**config.mk**
```make
export PLATFORM = sky130hd
export DESIGN_NAME = vga_draw_arbiter
export DESIGN_NICKNAME = d
export VERILOG_FILES = /design/src/rtl/vga_draw_arbiter.sv
export SDC_FILE = /design/constraint.sdc
export NUM_CORES = 1
export LEC_CHECK = 0
export ABC_AREA = 1
export CAP_MARGIN = 30
export CORE_MARGIN = 2
export CORE_UTILIZATION = 54
export CTS_CLUSTER_SIZE = 16
export DETAILED_ROUTE_END_ITERATION = 8
export PLACE_DENSITY = 0.95
export SLEW_MARGIN = 20
export SYNTH_ARGS = -nofsm -noshare
export SYNTH_HDL_FRONTEND = slang
export SYNTH_SLANG_ARGS = --single-unit
```
**constraint.sdc**
```tcl
create_clock -name clk -period 2.6 [get_ports clk]
set_input_delay 0.52 -clock clk [delete_from_list [all_inputs] [get_ports clk]]
set_output_delay 0.52 -clock clk [all_outputs]
set_load 0.02 [all_outputs]
```
**src/rtl/vga_draw_arbiter.sv**
```systemverilog
// Round-robin arbiter that rasterises one BOX_W x BOX_H box per grant into a VGA pixel port.
// Optional macro DRAW_ARB_RESET_PRIORITY_EN gives requester 0 absolute priority.
module vga_draw_arbiter #(
  parameter int BOX_W = 4,
  parameter int BOX_H = 4
) (
  input  logic        clk,
  input  logic        resetn,
  input  logic [2:0]  req,
  input  logic [23:0] req_x,
  input  logic [20:0] req_y,
  input  logic [8:0]  req_colour,
  output logic [2:0]  grant,
  output logic [2:0]  done,
  output logic        busy,
  output logic [7:0]  x,
  output logic [6:0]  y,
  output logic [2:0]  colour,
  output logic        plot
);

  typedef enum logic [1:0] {IDLE, LATCH, DRAW, DONE} state_t;

  localparam logic [3:0] CX_LAST = 4'(BOX_W - 1);
  localparam logic [3:0] CY_LAST = 4'(BOX_H - 1);

  state_t     r_state;
  state_t     w_state_nxt;
  logic [1:0] r_last;
  logic [1:0] r_winner;
  logic [1:0] w_pick;
  logic [7:0] r_ox;
  logic [6:0] r_oy;
  logic [2:0] r_col;
  logic [3:0] r_cx;
  logic [3:0] r_cy;
  logic       w_row_end;
  logic       w_box_end;
  logic [7:0] w_sel_x;
  logic [6:0] w_sel_y;
  logic [2:0] w_sel_c;

`ifdef DRAW_ARB_RESET_PRIORITY_EN
  // Board reset always wins; the two players alternate among themselves.
  function automatic logic [1:0] pick_winner(input logic [2:0] r, input logic [1:0] last);
    if (r[0]) return 2'd0;
    if (r[1] && r[2]) return (last == 2'd1) ? 2'd2 : 2'd1;
    return r[1] ? 2'd1 : 2'd2;
  endfunction
`else
  function automatic logic [1:0] pick_winner(input logic [2:0] r, input logic [1:0] last);
    logic [1:0] pick;
    logic       found;
    pick  = last;
    found = 1'b0;
    for (int i = 1; i <= 3; i++) begin
      int k;
      k = (int'(last) + i) % 3;
      if (!found && r[k]) begin
        pick  = 2'(k);
        found = 1'b1;
      end
    end
    return pick;
  endfunction
`endif

  assign w_pick    = pick_winner(req, r_last);
  assign w_row_end = (r_cx == CX_LAST);
  assign w_box_end = w_row_end && (r_cy == CY_LAST);

  always_comb begin
    w_sel_x = req_x[7:0];
    w_sel_y = req_y[6:0];
    w_sel_c = req_colour[2:0];
    case (r_winner)
      2'd1: begin
        w_sel_x = req_x[15:8];
        w_sel_y = req_y[13:7];
        w_sel_c = req_colour[5:3];
      end
      2'd2: begin
        w_sel_x = req_x[23:16];
        w_sel_y = req_y[20:14];
        w_sel_c = req_colour[8:6];
      end
      default: ;
    endcase
  end

  always_comb begin
    w_state_nxt = r_state;
    case (r_state)
      IDLE:    if (|req) w_state_nxt = LATCH;
      LATCH:   w_state_nxt = DRAW;
      DRAW:    if (w_box_end) w_state_nxt = DONE;
      DONE:    w_state_nxt = IDLE;
      default: w_state_nxt = IDLE;
    endcase
  end

  always_ff @(posedge clk or negedge resetn) begin
    if (!resetn) begin
      r_state <= IDLE;
    end else begin
      r_state <= w_state_nxt;
    end
  end

  // Pixel outputs are registered so that x/y always equal origin + (cx, cy) while plot is high.
  always_ff @(posedge clk or negedge resetn) begin
    if (!resetn) begin
      grant    <= 3'b000;
      done     <= 3'b000;
      busy     <= 1'b0;
      plot     <= 1'b0;
      x        <= 8'd0;
      y        <= 7'd0;
      colour   <= 3'd0;
      r_cx     <= 4'd0;
      r_cy     <= 4'd0;
      r_last   <= 2'd2;
      r_winner <= 2'd0;
      r_ox     <= 8'd0;
      r_oy     <= 7'd0;
      r_col    <= 3'd0;
    end else begin
      case (r_state)
        IDLE: begin
          if (|req) begin
            r_winner <= w_pick;
            grant    <= 3'b001 << w_pick;
            busy     <= 1'b1;
          end
        end
        LATCH: begin
          r_ox   <= w_sel_x;
          r_oy   <= w_sel_y;
          r_col  <= w_sel_c;
          r_cx   <= 4'd0;
          r_cy   <= 4'd0;
          x      <= w_sel_x;
          y      <= w_sel_y;
          colour <= w_sel_c;
          plot   <= 1'b1;
        end
        DRAW: begin
          if (w_box_end) begin
            plot <= 1'b0;
            done <= 3'b001 << r_winner;
          end else if (w_row_end) begin
            r_cx <= 4'd0;
            r_cy <= r_cy + 4'd1;
            x    <= r_ox;
            y    <= r_oy + {3'b000, r_cy} + 7'd1;
          end else begin
            r_cx <= r_cx + 4'd1;
            x    <= r_ox + {4'b0000, r_cx} + 8'd1;
          end
        end
        DONE: begin
          done   <= 3'b000;
          grant  <= 3'b000;
          busy   <= 1'b0;
          r_last <= r_winner;
        end
        default: ;
      endcase
    end
  end

endmodule
```
==> flow_summary.toml, run 1 <==
[job]
maxCapViolCount = 0

[detailed_routing]
vias = 3503
vias_per_cell = 5.596
drc_errors = 0
detail_route.iter0.violations = 264
firstDrtPassIters = 5
wire_per_inst_um = 15.60
drt_wl_total_um = 9764
ant_nets = 0

[cts]
cts.sinks = 55
worst_skew_pair.late_latency_ps = 310
cts_resized = 0
cts_tree = "built"
htree_levels = 2
clk_transition_reported_paths_ps = 90
cts_setup_buffers = 0
cts_root_buf = "clkbuf_8"
cts.path.max_buffers = 2
cts_hold_buf = 0
cts_buffers = 5

[sta]
fin_worst_skew_ps = 7.897
hold_viol = 0
slew_headroom = 0.5264
tns_ps = 0
tightest_slew_ps = 710.4
fmax_mhz = 477.2
drv_slew = 0
setup_violations = 0
rsz0062_at_grt = "false"
post-route-min-period_ps = 2096
period_share = 0.8060

[pwr]
combPwrFrac = 0.647
p_clk_frac = 0.093
peakVddDrop_uv = 770.2
switching_power_w = 0.002807
power_w = 0.005640
swShare = 0.4977
pwr-share-seq = 0.260
power.density_nw_per_um2 = 1236
p_int_w = 0.002833
p_leak_nw = 2.101

[floorplan]
ioPinCount = 85
die_h_um = 85.22
die_area_um2 = 7262
start_util = 0.5610
core_area_um2 = 6350
num_rows = 29
die_x_um = 85.22

[setup_path]
worst_setup_path_start_kind = "flip-flop"
critical_path_class = "flip-flop to flip-flop"
worstPathRequired_ps = 2810
crit_path_start = "r_cx[0]"
critPathCaptureType = "flip-flop"
reg2reg_slack_ps = 500
rr_worst_depth = 9
crit_fanout = 3
reg2reg_to = "x[6]"
r2r-start = "r_cx[0]"
endpoint = "x[6]"
arrival_ps = 2300

[place]
dp_hpwl_um = 7062
placedCellCount = 618
port_buffers = 84
globalplace.congestion = 0.8863

[synth]
synth_area_leader_cell = "dfrtp_1"
synthCells = 467
synth_common_cells = "nand2_1 (125), o21ai_0 (56), dfrtp_1 (54), nand3_1 (40), inv_1 (36)"
synthTopCellsByArea = "dfrtp_1 (38%), nand2_1 (13%), o21ai_0 (7.9%)"
synth_top_family_by_area = "simple AND/OR/NAND/NOR gates"
ys_types = 40
syn-mean-instance-area_um2 = 7.628
syn_area_um2 = 3562
synth_compound_area_frac = 0.1697
synth_edf_count = 0
syn_nets = 549
synth_top_area_frac = 0.3793
yosys.area_share.simple = 0.2698
yosysMostFrequentCell = "nand2_1"
yosysWarningCount = 0
synthMuxAreaShare = 0
yosysSeqAreaShare = 0.3867
synth_xor_area_frac = 0.01721
synth_fa_ha_area_frac = 0.08500
ys_ff_latch = 55
async_flop_share = 1.000
synth_ff_type = "dfrtp_1"

[global_routing]
grt_max_degree = 56
antenna_found_initial = 0
grt_pass1_wl_um = 16140
gr-usage-all-layers = 0.2771
first_global_vias = 3481
grt_overflow = 0

[finish]
diodes = 0
layout-drive-gt1-share = 0.08379
final_cells = 626
area_delta_synth_final_pct = 28.10
fillers = 474
fin_nets = 630

[min_path]
hold_path_class = "input port to asynchronous set/reset pin"

[outcome]
outcome = "finished, final reports clean"
worst min-delay path by stage:
| stage | start | endpoint |
|---|---|---|
| global placement | x[6] | x[6] |
| floorplan | resetn | busy |
| CTS | resetn | colour[1] |
| detailed placement | y[0] | y[0] |
| global route | resetn | r_ox[2] |
| finish | resetn | r_ox[2] |
cell usage in the layout, fill, tap and decap left out, types with 2 or more instances in the layout:
cell type          n
a21oi_1           28
a21oi_2            2
buf_4              7
clkbuf_8           7
clkdlybuf4s50_1   83
dfrtp_1           54
fa_1               2
ha_1              21
inv_1             36
inv_2              8
nand2_1          125
nand2_2            4
nand3_1           40
nand3_2            2
nand3_4            2
nand3b_1           4
nand4_1            2
nor2_1            27
nor3_1             2
o21ai_0           56
o21ai_1            5
o21ai_2            3
o21bai_1           2
o2bb2ai_1          3
or2_2              3
xnor2_1            2
xor2_1             5
worst max-delay path, stage by stage (launching register included):
cell and delay (ps):
dfrtp_1 390, inv_1 100, ha_1 210, fa_1 410, o21ai_0 260, nand3_1 180
o21ai_0 210, nand3_1 100, nand2_1 80, nand2_1 50
state kept, by name (all words and copies together) (netlist names):
register	flops
r_state	2
r_oy	7
busy	1
grant	3
r_cx	4
y	7
r_winner	2
done	3
r_cy	4
x	8
colour	3
r_ox	8
r_last	2
plot	1
routing by layer:
| layer | track usage | share of wire | up-vias |
|---|---|---|---|
| met1 | 0.3527 | 0.40 | 1616 |
| li1 | - | - | 1699 |
| met4 | 0.08225 | 0.024 | 0 |
| met5 | 0 | 0 | - |
| met2 | 0.4844 | 0.51 | 161 |
| met3 | 0.04669 | 0.070 | 27 |
area by class of cell:
class	count	area [um2]	area share
tap	77	96.34	0.02111
sequential	55	1378	0.3019
multi-input combinational	350	1929	0.4228
inverter	45	171.4	0.03757
clock buffer	8	100.1	0.02194
timing repair buffer	91	888.4	0.1947
cells by family after synthesis:
kind of cell	Yosys count
simple gates	214
fa+ha+maj	23
compound gates	106
buf+inv	62
flops	55
xor+xnor	7
power groups by stage:
stage	combinational [W]	clock, W	sequential, W
5_1_grt	0.00406	0.000560	0.00150
4_1_cts	0.00362	0.000529	0.00146
3_3_place_gp	0.00342	0	0.00145
2_1_floorplan	0.00235	0	0.00161
3_5_place_dp	0.00359	0	0.00147
6_report	0.00365	0.000525	0.00146
stage by stage:
stage	cell area, um2	hold slack (ps)	utilization	setup WS, ps
final	4563	335.6	0.7186	504.3
after global routing	4563	410.7	0.7186	317.4
after CTS	4563	372.7	0.7186	521.8
after detailed placement	4463	461.6	0.7029	516.4
after global placement	4463	462.2	0.7029	600.1
after floorplan	3562	224.4	-	838.5
(Power assumes the default switching activity.)
==> run 2: changes to the inputs <==
CORE_UTILIZATION = 46   (was 54)
PLACE_DENSITY = 0.89   (was 0.95)
clock period = 1.9 ns   (was 2.6 ns; I/O delays follow)
==> flow_summary.toml, run 2 (synthesized netlist as in run 1, its figures left out) <==
[cts]
clk_transition_reported_paths_ps = 100
cts.path.max_buffers = 2
worst_skew_pair.late_latency_ps = 310
htree_levels = 2
cts_buffers = 5
cts_root_buf = "clkbuf_8"
cts.sinks = 55
cts_hold_buf = 0
cts_tree = "built"

[min_path]
hold_path_class = "input port to asynchronous set/reset pin"

[global_routing]
grt_max_degree = 33
gr-usage-all-layers = 0.2365
grt_pass1_wl_um = 16330
grt_overflow = 0
first_global_vias = 3531
antenna_found_initial = 0

[setup_path]
critPathCaptureType = "flip-flop"
r2r-start = "r_winner[0]"
crit_fanout = 18
worstPathRequired_ps = 2110
critical_path_class = "flip-flop to flip-flop"
reg2reg_to = "x[6]"
worst_setup_path_start_kind = "flip-flop"
rr_worst_depth = 7
reg2reg_slack_ps = 90
arrival_ps = 2020

[floorplan]
die_x_um = 92
ioPinCount = 85
start_util = 0.4683
die_area_um2 = 8464
core_area_um2 = 7607
die_h_um = 92
num_rows = 32

[finish]
final_common_cell = "nand2_1"
fin_area_um2 = 4793
reg.largest.list = "r_ox x8, x x8"
fillers = 605
multiInputGateArea_um2 = 1992
area_delta_synth_final_pct = 34.56
layout-drive-gt1-share = 0.1376
diodes = 0
fin_nets = 648
layout_common_cells = "nand2_1 (124), clkdlybuf4s50_1 (83), o21ai_0 (54), dfrtp_1 (53), nand3_1 (39)"
seqCellArea_um2 = 1379
final_cells = 669
fin_util = 0.6301

[detailed_routing]
vias_per_cell = 5.399
ant_nets = 0
vias = 3612
drt_wl_total_um = 9572
firstDrtPassIters = 5
wire_per_inst_um = 14.31
detail_route.iter0.violations = 259
drc_errors = 0

[place]
globalplace.congestion = 0.9122
placedCellCount = 655
dp_hpwl_um = 7284
place_area_um2 = 4597
port_buffers = 84

[sta]
drv_slew = 0
hold_viol = 0
setup_violations = 0
fin_worst_skew_ps = 8.897
post-route-min-period_ps = 1810
rsz0062_at_grt = "false"
period_share = 0.9524
slew_headroom = 0.7219
fin_hold_ws_ps = 51.20
fmax_mhz = 552.6
tns_ps = 0
tightest_slew_ps = 412.9

[pwr]
switching_power_w = 0.003938
p_leak_nw = 2.178
pwr-share-seq = 0.248
combPwrFrac = 0.668
power.density_nw_per_um2 = 1695
swShare = 0.4846
p_int_w = 0.004189
p_clk_frac = 0.084
peakVddDrop_uv = 831.9

[outcome]
outcome = "finished, final reports clean"

[job]
maxCapViolCount = 0
run 2: what timing repair did:
item,CTS,global route
gates resized for setup,0,18
buffers inserted,1,4
cloned,0,1
endpoints found under the hold margin,0,0
pin swaps,0,3
endpoints found under the setup margin,1,15
run 2: power by group through the flow:
stage | sequential [W] | combinational (W) | clock (W)
after floorplan | 0.00220 | 0.00322 | 0
after global placement | 0.00200 | 0.00491 | 0
after detailed placement | 0.00202 | 0.00513 | 0
after CTS | 0.00200 | 0.00516 | 0.000704
after global routing | 0.00207 | 0.00605 | 0.000741
final | 0.00202 | 0.00543 | 0.000683
run 2: cell type report:
| type | instances | share of cell area |
|---|---|---|
| well taps | 102 | 0.02662 |
| flip-flops and latches | 55 | 0.2877 |
| inverters | 45 | 0.03576 |
| clock buffers | 7 | 0.01801 |
| clock inverters | 1 | 0.001827 |
| repair buffers | 108 | 0.2146 |
| multi-input cells | 351 | 0.4156 |
run 2: how the worst max path moves through the flow:
stage                     start        to  slack, ps  cells past startpoint
global placement        r_cx[0]      x[6]         80                      9
floorplan               r_cx[0]      x[6]        140                      9
global route        r_winner[0]      y[3]          4                      9
CTS                     r_cx[0]      x[6]         10                      9
detailed placement       req[1]  grant[1]          9                     10
finish              r_winner[0]      x[6]         90                      7
run 2: metrics by stage:
step / total power, W / worst slack [ps]
floorplan: 0.005422 / 138.5
global placement: 0.006909 / 82.23
detailed placement: 0.007146 / 8.560
CTS: 0.007868 / 10.28
global route: 0.008861 / 4.076
finish: 0.008127 / 90.40
run 2: metal layers:
metal / vias up / global-route usage / routed length [um]
met3: 14 / 0.04437 / 692
met4: 0 / 0.05473 / 112
li1: 1737 / - / -
met2: 151 / 0.4228 / 4782
met1: 1710 / 0.2966 / 3984
met5: - / 0 / 0
run 2: critical path, stage by stage (launching register included):
cell	delay, ps
dfrtp_1	430
inv_1	90
ha_1	360
buf_4	230
o21ai_0	340
a21oi_1	120
nand2_1	80
nand2_1	50
==> run 3: changes to the inputs <==
ABC_AREA = default   (was 1)
CORE_UTILIZATION = 45   (was 46)
PLACE_DENSITY = 0.88   (was 0.89)
clock period = 1.56 ns   (was 1.9 ns; I/O delays follow)
==> flow_summary.toml, run 3 <==
[outcome]
outcome = "finished with violations"
violations = "negative setup slack"

[setup_path]
arrival_ps = 2330
critical_path_class = "flip-flop to flip-flop"
crit_fanout = 4
reg2reg_slack_ps = -530
worst_path_max_delay_cell = "dfrtp_1"
worst_setup_path_start_kind = "flip-flop"
crit_family = "compound AO/OA/AOI/OAI gates"
worst_path_largest_cell_delay_ps = 360
crit_path_start = "r_last[0]"
critPathCaptureType = "flip-flop"
r2r-start = "r_last[0]"
cp_common_cell = "buf_4"
crit_chain = "inv_1, buf_4, ha_1, buf_4, a21oi_1, a211o_1, o2bb2ai_1, buf_4, o21ai_1"
crit_buf_inv = 4
worstPathRequired_ps = 1790

[cts]
cts_tree = "built"
cts.path.max_buffers = 2
cts.sinks = 55
cts_buffers = 5
htree_levels = 2
clk_transition_reported_paths_ps = 120
cts_root_buf = "clkbuf_8"
worst_skew_pair.late_latency_ps = 330

[sta]
hold_viol = 0
period_share = 1.342
tns_ps = -9937
tightest_slew_ps = 370.6
rsz0062_at_grt = "true"
fin_hold_ws_ps = 497.4
fmax_mhz = 477.7
fin_worst_skew_ps = 13.74
drv_slew = 0
setup_violations = 38
fin_ws_ps = -533.4
post-route-min-period_ps = 2093
slew_headroom = 0.7477

[global_routing]
grt_max_degree = 56
first_global_vias = 3935
antenna_found_initial = 0
grt_pass1_wl_um = 20470
grt_overflow = 0
gr-usage-all-layers = 0.3101

[floorplan]
die_h_um = 92.16
die_x_um = 92.16
ioPinCount = 85
num_rows = 32
core_area_um2 = 7607
start_util = 0.4597
die_area_um2 = 8493

[detailed_routing]
drc_errors = 0
drt_wl_total_um = 14700
detail_route.iter0.violations = 400
ant_nets = 0
wire_per_inst_um = 22.82
vias = 3985
vias_per_cell = 6.188
firstDrtPassIters = 5

[synth]
syn_nets = 465
syn-mean-instance-area_um2 = 9.131
ys_ff_latch = 55
synth_common_cells = "dfrtp_1 (54), nand2_1 (41), o21ai_0 (38), a21oi_1 (29), nor2_1 (28)"
synth_top_area_frac = 0.3864
ys_types = 55
synth_ff_type = "dfrtp_1"
synth_area_leader_cell = "dfrtp_1"
yosysMostFrequentCell = "dfrtp_1"
async_flop_share = 1.000
syn_area_um2 = 3497
yosysWarningCount = 0
yosysSeqAreaShare = 0.3939
synth_edf_count = 0
synthTopCellsByArea = "dfrtp_1 (39%), ha_1 (7.5%), mux2_2 (5.5%)"
synthCells = 383

[finish]
fin_nets = 623
fin_util = 0.7694
reg.largest.list = "r_ox x8, x x8"
multiInputGateArea_um2 = 2547
diodes = 0
final_common_cell = "buf_4"
fillers = 423
layout-drive-gt1-share = 0.4410
layout_common_cells = "buf_4 (58), clkdlybuf4s50_1 (57), dfrtp_1 (52), nand2_1 (32), dlygate4sd2_1 (26)"
seqCellArea_um2 = 1380
area_delta_synth_final_pct = 67.37

[place]
dp_hpwl_um = 7476
globalplace.congestion = 0.9393
port_buffers = 84
post-place-ws_ps = -464.5

[job]
maxCapViolCount = 0

[pwr]
p_leak_nw = 2.485
power.density_nw_per_um2 = 2141
peakVddDrop_uv = 1452

[min_path]
hold_path_class = "input port to asynchronous set/reset pin"
==> run 3: changes by cell type after synthesis, sizes merged, moves of 4 or more <==
cell	delta
nor2b	+7
nor3b	+6
clkbuf	+5
nand3	-40
inv	-21
mux2	+19
mux2i	+6
nand3b	-4
o21ai	-16
nand2	-89
a22oi	+21
==> run 3: through the flow <==
stage	power, W	cell area, um2	cells
2_1_floorplan	0.006447	3582	383
3_3_place_gp	0.008700	4921	609
3_5_place_dp	0.009046	4921	609
4_1_cts	0.01097	5533	640
5_1_grt	0.01309	5853	644
6_report	0.01253	5853	644
==> run 3: worst register-to-register path, cell delays in order (launching register included) <==
cell,delay (ps)
dfrtp_1,360
inv_1,70
buf_4,140
ha_1,360
buf_4,170
a21oi_1,100
a211o_1,320
o2bb2ai_1,170
buf_4,160
o21ai_1,170
==> run 3: report_power, final <==
| group | total (W) | switching (W) | leakage, nW | internal, W |
|---|---|---|---|---|
| clock network | 0.000857 | 0.000542 | 0.0402 | 0.000315 |
| registers | 0.00259 | 0.000547 | 0.679 | 0.00205 |
| logic | 0.00908 | 0.00482 | 1.77 | 0.00426 |
==> run 3: final cells by class <==
cell class	count	area share
tap	102	0.02180
inverter	25	0.01732
timing repair buffer	171	0.2747
sequential	55	0.2358
multi-input combinational	283	0.4352
clock buffer	5	0.01176
clock inverter	3	0.003420
==> run 3: kinds of logic (layout without fill, tap and decap cells) <==
group / Yosys count / count (layout) / synth area share
simple gates: 99 / 99 / 0.1320
fa+ha+maj: 23 / 23 / 0.08658
buf+inv: 45 / 204 / 0.05367
flops: 55 / 55 / 0.3939
mux: 25 / 25 / 0.08193
xor+xnor: 9 / 9 / 0.02254
compound gates: 127 / 127 / 0.2293
==> run 3: repair_timing <==
item / CTS / global route
gates resized for setup: 125 / 82
buffers inserted: 23 / 11
pin swaps: 44 / 37
gates cloned: 2 / 0
hold buffers: 1 / 0
endpoints found under the setup margin: 74 / 52
hold endpoints to repair: 17 / 0
==> run 3: layer usage <==
metal	track usage	up-vias	wire, um
met3	0.05012	87	1085
met1	0.3654	1948	5209
met4	0.1393	0	902
met5	0	-	0
met2	0.5533	269	7501
li1	-	1681	-
==> run 3: path summary, 6_finish.rpt <==
path,to,cells after the start
setup / recovery,r_winner[1],9
hold reg to reg,y[6],2
min in group clk,y[6],2
setup reg to reg,r_winner[1],9
max in group asynchronous,r_last[1],3
hold / removal,y[4],3
==> variant (config.mk and constraints of run 2) <==
Build with the macro `DRAW_ARB_RESET_PRIORITY_EN` defined.
--- a/src/rtl/vga_draw_arbiter.sv
+++ b/src/rtl/vga_draw_arbiter.sv
@@ -1,5 +1,7 @@
 // Round-robin arbiter that rasterises one BOX_W x BOX_H box per grant into a VGA pixel port.
 // Optional macro DRAW_ARB_RESET_PRIORITY_EN gives requester 0 absolute priority.
+`define DRAW_ARB_RESET_PRIORITY_EN
+
 module vga_draw_arbiter #(
   parameter int BOX_W = 4,
   parameter int BOX_H = 4
Formal check against the unedited RTL: no difference found for any inputs over 10 cycles, from zero or initial values and one cycle with resetn low; that may be too few to reach the edited logic, so the function may still have changed.
==> variant against run 2 <==
Sequential cell count stayed put. Largest power group unchanged. Synthesized area is 5.0% lower. Wire length decreased by 13%. Total power decreased by 12%. Critical path depth up 2. Worst setup slack gained 17 ps. Cell area shrank 7.3%.
==> variant: results (changes against run 2) <==
Data buffer area share - 0.211 (-0.00404)
Largest net degree at the start of global routing - 56 (+70%)
Area Growth Syn to Fin - 31.3%
Clock root cell - clkbuf_8
Layout cells sized above 1 - 0.0604 (-0.0771)
First-pass GRT wire length - 14,400 microns (-12%)
GRT Total Usage - 0.214 (-0.0226)
Status - finished, final reports clean
Met3 routed WL - 417 microns (-40%)
Kind of cell adding the most delay to the critical path - flip-flops
Port bufs - 84 (unchanged)
Crit Path Max Fanout - 11 (-7)
Vias - 3,256 (-9.9%)
Met1 WL - 3580 microns (-10%)
Lkg Pwr - 2.09 nW (-3.9%)
Plain + repair buffers - 94 (-13%)
Layout net count - 624 (-3.7%)
Fraction of area in registers - 0.310 (+0.0222)
HPWL Detailed - 6390 microns (-12%)
Post-DP Area - 4360 sq um (-5.1%)
Skew final - 6.99 ps (-1.90 ps)
Commonest cells post-synth - nand2_1 (136), dfrtp_1 (54), nand3_1 (51), inv_1 (50), o21ai_0 (47)
Max VDD drop - 0.925 mV (+11%)
Placement Setup Slack - 145 ps (+136 ps)
Worst hold path type - in2async
Synth cell types - 37 (-7.5%)
CP max stage delay - 390 ps (-40 ps)
Multi-input gate area - 1720 sq um (-14%)
Final clock-cell share - 0.0180 (-0.00183)
Final hold slack - 49.9 ps (-1.32 ps)
Net count after synthesis - 539 (-1.8%)
DP Cell Count - 637 (-2.7%)
Reg-to-reg endpoint - y[6]
Initial antenna violation count - 0 (unchanged)
Detail-routed net length per standard cell - 12.9 microns (-9.6%)
GRT met2 Usage - 0.370 (-0.0528)
Final Worst Setup Slack - 107 ps (+17.0 ps)
Clk slew on worst S/H paths - 90 ps
Least-Margin Pin Slew - 445 ps (+32.5 ps)
Drt first pass iters - 4 (-1)
CLK BUF - 8 (+1)
Reg2reg path depth - 9 (+2)
Fillcell total - 628 (+3.8%)
Multi-input comb cells - 334 (-4.8%)
Critical Path AT - 1990 ps (-30 ps)
Core area - 7180 sq um (-5.7%)
Grt met1 use - 0.270 (-0.0270)
Sequential share of the synthesized area - 0.407 (+0.0202)
DR iter-0 viols - 232 (-10%)
Vias per cell - 5.05 (-6.5%)
DR WL met2 - 4120 microns (-14%)
==> variant: cell count changes after synthesis, moves of 4 or more <==
cell and delta:
a21oi_1 -10, inv_1 +14, inv_2 -4, nand2_1 +11
nand3_1 +11, o21ai_0 -9
==> variant: logic make-up (layout without fill, tap and decap cells) <==
family,after synthesis,in the layout,share of synthesized area
compound gates,85,85,0.135
xor+xnor,4,4,0.0103
fa+ha+maj,20,20,0.0783
buf+inv,71,157,0.0865
flops,55,55,0.407
simple gates,225,225,0.283
==> variant: timing repair <==
action                                  in CTS  in global routing
gates resized for setup                      0                  1
setup buffers                                0                  0
endpoints found under the setup margin       0                  2
==> variant: power by group <==
| group | leakage [nW] | internal (mW) | switching (mW) | total, mW |
|---|---|---|---|---|
| clock | 0.0395 | 0.263 | 0.371 | 0.634 |
| sequential | 0.689 | 1.69 | 0.345 | 2.03 |
| combinational | 1.36 | 1.75 | 2.71 | 4.46 |
